## src/rtl/irq_arbiter_4.sv

```systemverilog
// rtl/irq_arbiter_4.sv - four-source interrupt arbiter/sequencer; optional IRQ_ROUND_ROBIN_EN selects rotating priority
module irq_arbiter_4 #(
    parameter logic [31:0] VECTOR_BASE   = 32'h0000_0100,
    parameter logic [31:0] VECTOR_STRIDE = 32'd4,
    parameter logic [3:0]  EDGE_MASK     = 4'b0000
) (
    input  logic        i_clk,
    input  logic        i_rst,
    input  logic [3:0]  i_irq_src,
    input  logic [3:0]  i_irq_en,
    input  logic        i_global_en,
    input  logic        i_irq_ack,
    input  logic        i_irq_eoi,
    output logic        o_irq_req,
    output logic [1:0]  o_irq_id,
    output logic [31:0] o_irq_vector,
    output logic [3:0]  o_pending,
    output logic        o_in_service
);

    typedef enum logic [1:0] {
        IDLE    = 2'd0,
        REQ     = 2'd1,
        SERVICE = 2'd2
    } state_t;

    state_t      state;
    state_t      state_next;
    logic [3:0]  pending;
    logic [3:0]  pending_next;
    logic [3:0]  history;
    logic [3:0]  eligible;
    logic [3:0]  ack_clear;
    logic [1:0]  irq_id;
    logic [1:0]  id_next;
    logic [1:0]  sel_id;
    logic        sel_valid;
    logic [31:0] sel_vector;
    logic [31:0] irq_vector;
    logic [31:0] vector_next;

    assign eligible = pending & i_irq_en;

`ifdef IRQ_ROUND_ROBIN_EN
    logic [1:0] rr_ptr;
    logic [1:0] rr_cand;

    // Rotating search: start just after the last granted source, wrapping 3->0.
    // Iterating from the farthest candidate down lets the nearest one win.
    always_comb begin
        sel_id    = 2'd0;
        sel_valid = 1'b0;
        rr_cand   = 2'd0;
        for (int k = 4; k >= 1; k--) begin
            rr_cand = rr_ptr + 2'(k);
            if (eligible[rr_cand]) begin
                sel_id    = rr_cand;
                sel_valid = 1'b1;
            end
        end
    end

    // Last-granted pointer advances on each accepted trap; 3 at reset so source 0 is searched first.
    always_ff @(posedge i_clk) begin
        if (i_rst) begin
            rr_ptr <= 2'd3;
        end else if (state == REQ && i_irq_ack) begin
            rr_ptr <= irq_id;
        end
    end
`else
    // Fixed priority: source 3 highest, source 0 lowest.
    always_comb begin
        sel_valid = |eligible;
        if (eligible[3]) begin
            sel_id = 2'd3;
        end else if (eligible[2]) begin
            sel_id = 2'd2;
        end else if (eligible[1]) begin
            sel_id = 2'd1;
        end else begin
            sel_id = 2'd0;
        end
    end
`endif

    assign sel_vector = VECTOR_BASE + 32'(sel_id) * VECTOR_STRIDE;

    // Next-state logic: arbitrate in IDLE, hold the presented id in REQ, wait for eoi in SERVICE.
    always_comb begin
        state_next  = state;
        id_next     = irq_id;
        vector_next = irq_vector;
        ack_clear   = 4'b0000;
        case (state)
            IDLE: begin
                if (i_global_en && sel_valid) begin
                    state_next  = REQ;
                    id_next     = sel_id;
                    vector_next = sel_vector;
                end
            end
            REQ: begin
                if (i_irq_ack) begin
                    state_next = SERVICE;
                    ack_clear  = 4'b0001 << irq_id;
                end else if (!eligible[irq_id] || !i_global_en) begin
                    state_next = IDLE;
                end
            end
            SERVICE: begin
                if (i_irq_eoi) begin
                    state_next = IDLE;
                end
            end
            default: begin
                state_next = IDLE;
            end
        endcase
    end

    // Edge sources latch a rising edge until acked (a new edge beats a same-cycle clear);
    // level sources simply follow the registered line.
    assign pending_next = (EDGE_MASK & ((i_irq_src & ~history) | (pending & ~ack_clear)))
                        | (~EDGE_MASK & i_irq_src);

    // State, pending, edge history and presented id/vector registers.
    always_ff @(posedge i_clk) begin
        if (i_rst) begin
            state      <= IDLE;
            pending    <= 4'b0000;
            history    <= 4'b0000;
            irq_id     <= 2'd0;
            irq_vector <= VECTOR_BASE;
        end else begin
            state      <= state_next;
            pending    <= pending_next;
            history    <= i_irq_src;
            irq_id     <= id_next;
            irq_vector <= vector_next;
        end
    end

    assign o_irq_req    = (state == REQ);
    assign o_in_service = (state == SERVICE);
    assign o_irq_id     = irq_id;
    assign o_irq_vector = irq_vector;
    assign o_pending    = pending;

endmodule

```

## config.mk

```make
export PLATFORM = sky130hd
export DESIGN_NAME = irq_arbiter_4
export DESIGN_NICKNAME = d
export VERILOG_FILES = /design/src/rtl/irq_arbiter_4.sv
export SDC_FILE = /design/constraint.sdc
export NUM_CORES = 1
export LEC_CHECK = 0
export BUFFER_PORTS_ARGS = -buffer_cell sky130_fd_sc_hd__buf_2
export CAP_MARGIN = 20
export CORE_MARGIN = 3
export CORE_UTILIZATION = 37
export CTS_BUF_LIST = sky130_fd_sc_hd__clkbuf_4 sky130_fd_sc_hd__clkbuf_8
export DETAILED_ROUTE_END_ITERATION = 8
export HOLD_SLACK_MARGIN = 0.03
export PLACE_DENSITY = 0.86
export SETUP_SLACK_MARGIN = 0.2
export SYNTH_ARGS = -nofsm -noshare
export SYNTH_HDL_FRONTEND = slang
export SYNTH_SLANG_ARGS = --single-unit
```

## constraint.sdc

```tcl
create_clock -name i_clk -period 1.6 [get_ports i_clk]
set_input_delay 0.32 -clock i_clk [delete_from_list [all_inputs] [get_ports i_clk]]
set_output_delay 0.32 -clock i_clk [all_outputs]
set_load 0.1 [all_outputs]
```

# Word level (Yosys, flattened, before mapping)
# Index checks and enable logic that the tools add are counted.
# classes
n_addsub,1
mul,0
div_mod_pow,0
n_lt_le_gt_ge,1
eq_ne,5
shifts,0
n_mux,10
n_bitwise,1
reduce_logical,8
# ops
cell,n
$mux 2,6
$add 9x4->10 const A,1
$pmux 2 s3,1
$and 4x4->4,1
$ne 2x2->1 const B,2
$reduce_or 4->1,1
$lt 2x3->1 const B,1
$ne 3x2->1 const B,1
$reduce_and 3->1,1
$bmux 1 s2,1
$eq 2x1->1 const B,1
$eq 2x2->1 const B,1
$logic_not 1->1,2
$logic_not 2->1,1
$mux 1,2
$reduce_and 2->1,1
$logic_and 1x1->1,1
$logic_or 1x1->1,1
# totals
regBits,40
latch_bits,0
mem_bits_rw,0
mem_bits_ro,0
input_bits,13
output_inout_bits,40
wordCells,30
memories,0

# Longest topological paths before layout
# depth
ltp_word,8
depth_mapped,4
depth_no_buf,4

# Worst setup path before layout
# Ideal clock, no wire load.
# synth_path
path_kind,register -> output
startpoint,reg state[1]
endpoint,out o_in_service
t_arrival_ns,1.721
required_time_ns,1.280
slack_ns,-0.441
path_stages_with_launch,2
n_path_buf,0
cell_sequence,dfxtp_1 -> nor2b_1
# synth_via
elab_chain_len,1
# synth_rtl
item,line,rtl
start: declaration,27,state_t state;
start signal: assignment,136,state <= state_next;
$eq 2x2->1,145,assign o_in_service = (state == SERVICE);
end: declaration,18,output logic o_in_service
# No other way between the ends.

# Worst setup path after layout
# layout_path
startpoint,reg state[1]
endpoint,out o_irq_req
# layout_via
elab_chain_len,1
# layout_rtl
item,line,rtl
$eq 2x1->1,n/a,
end: declaration,14,"output logic o_irq_req,"
# No other way between the ends.

==> impl_metrics.csv <==
group,metric,value,unit
floorplan,design.portCount,53,
synth,synth_area,582,sq um
cts,clk_latency,0.25,ns
place,placed_area,599,sq um
synth,synth_cell_types,16,
sta,clock.fmax,739,MHz
worst_setup_path,critPathRequiredTime,1.28,ns
finish,fin_area,677,sq um
sta,fin_crit,1.35,ns
global_routing,antenna_found_initial,0,
floorplan,die_area,0.00208,sq mm
sta,final_max_slew_viol_count,0,
cts,cts_hold_buf,0,
outcome,outcome,"complete, no violations",
power,p_int,0.370,mW
synth,synth-edff-count,0,
detailed_routing,wirelength,1010,um
global_routing,grt_pass1_wl,1350,um
detailed_routing,vias_per_cell,4.08,
worst_setup_path,reg2regPathDepth,4,
hold_path,hold_path_class,"primary input to flop",
cts,tritoncts,"yes",
power,ir_worst_vdd,0.000510,V
place,numPortBuffers,22,
finish,area_growth_syn_to_layout,16.3,%
detailed_routing,wl_per_cell,9.53,um
sta,hold_viol,0,
detailed_routing,ant_nets,0,
global_routing,grt_usage,9.13,%
sta,rsz0062_at_grt,"no",
synth,ys_top_cells_by_count,"32 x buf_4, 8 x dfxtp_1, 5 x nor2_1, 5 x nor2b_1, 4 x nand2_1",
synth,yosys.area.top_type_share,41.3,%
cts,cts.path.max_buffers,2,
finish,final_core_util,49.0,%
cts,cts.sinks,8,
finish,n_antenna_cell,0,
synth,synthCells,67,
global_routing,grt_max_degree,9,
place,hpwlAfterDp,814,um
cts,numCtsBuffers,3,
worst_setup_path,critical_path.max_fanout,6,
synth,yosysSeqAreaShare,27.5,%
hold_path,min_path_cells,2,
synth,ys_warn_count,0,
place,gp_congestion,0.748,
power,p_sw,0.529,mW
sta,finalSetupViolations,0,
sta,final.period_utilization,84.6,%
flow_run,cap_viol_max_count,0,
detailed_routing,drt_iter0_drc,0,
power,power_frac_comb,55.5,%
synth,postSynth.asyncResetShare,0,%
worst_setup_path,crit_type,"flop to output pin",
sta,setup_ws,0.247,ns
cts,cts.htree.levels,1,
power,p_leak,0.349,nW
cts,clk_pin_slew,0.06,ns
synth,yosysTopAreaCell,"buf_4",
worst_setup_path,start_kind,"flop",
power,clockPowerShare,20.1,%
worst_setup_path,arrival,1.03,ns
cts,root_buffer,"clkbuf_4",
finish,drive_gt1_share,45.1,%
global_routing,grt-ovfl-total,0,
synth,synth.avg_cell_area,8.68,sq um
floorplan,start_util,42.1,%
worst_setup_path,worst_setup_path_end_kind,"output pin",
detailed_routing,dr.pass1.iters,1,
floorplan,num_rows,13,
detailed_routing,drc,0,
floorplan,die_x,45.7,um
synth,ys.flop_type,"dfxtp_1",
finish,final_nets,105,
detailed_routing,num_vias,432,
place,pre_cts_ws,0.160,ns
power,power.total,0.899,mW
power,pwr-share-seq,24.3,%
synth,yosysMostFrequentCell,"buf_4",
floorplan,die_y,45.7,um
sta,fin_skew,0.00313,ns
global_routing,grt_pass1_vias,338,
power,powerDensity,1330,mW/mm^2
synth,synth_seq_cells,8,
synth,synth_area_leaders,"buf_4 41%, dfxtp_1 28%, nor2b_1 5.4%",
sta,tns,0,ns
floorplan,core_area,0.00138,sq mm
power,switching_share,58.8,%
-- layout by cell type, fill, tap and decap left out, types with 2 or more instances in the layout --
cell type and count:
a311oi_1 2, buf_2 20, buf_4 2, clkbuf_4 4
conb_1 30, dfxtp_2 3, dfxtp_4 5, nand2_1 4
nor2_1 5, nor2b_1 4
-- cell type report --
class | count | area, sq um
fill | 143 | 706
multi-input combinational | 55 | 304
sequential | 8 | 183
timing repair buffer | 24 | 141
clock buffer | 4 | 30.0
tap | 15 | 18.8
-- kinds of logic (layout without fill, tap and decap cells) --
| group | count (synthesis) | in the layout | synth area share, % |
|---|---|---|---|
| buffers and inverters | 32 | 28 | 41.3 |
| AND/OR/NAND/NOR | 18 | 18 | 16.8 |
| flip-flops | 8 | 8 | 27.5 |
| AO/OA/AOI/OAI | 6 | 6 | 9.25 |
| other | 2 | 30 | 1.29 |
| multiplexers | 1 | 1 | 3.87 |
-- power by group through the flow --
| stage | Combinational [mW] | Sequential [mW] | Clock (mW) |
|---|---|---|---|
| finish | 0.499 | 0.219 | 0.181 |
| floorplan | 0.441 | 0.291 | 0 |
| CTS | 0.491 | 0.218 | 0.190 |
| global route | 0.512 | 0.221 | 0.208 |
| global placement | 0.481 | 0.222 | 0 |
| detailed placement | 0.483 | 0.223 | 0 |
-- timing repair --
| item | CTS | global route |
|---|---|---|
| setup endpoints to repair | 3 | 4 |
| pin swaps | 0 | 2 |
| resized for setup | 4 | 5 |
| buffers inserted | 2 | 0 |
-- sequential cells by signal, indices dropped and copies added (netlist names) --
register,cells
state,2
o_pending,4
o_irq_id,2
-- worst max-delay path, cell delays in order, from the launching register on --
cell     delay, ns
dfxtp_2       0.36
and2b_2       0.25
buf_8         0.18
-- stage by stage --
step                      cells  hold slack [ns]
after floorplan              95            0.382
after global placement      100            0.508
after detailed placement    100            0.514
after CTS                   106            0.269
after global routing        106            0.267
final                       106            0.274
-- metal layers --
layer	track usage [%]	up-vias	part of all wire (%)
li1	-	208	-
met1	9.05	187	32
met2	15.6	35	52
met3	3.95	2	15
met4	5.26	0	0.59
met5	0	-	0
-- worst paths after layout --
path                startpoint           end  slack, ns
setup reg to reg      state[1]   o_irq_id[0]       0.28
hold / removal    i_irq_src[2]  o_pending[2]       0.27
hold reg to reg    o_irq_id[1]   o_irq_id[1]       0.52
setup / recovery      state[1]     o_irq_req       0.25
No activity file was read; power rests on OpenSTA's default activity.
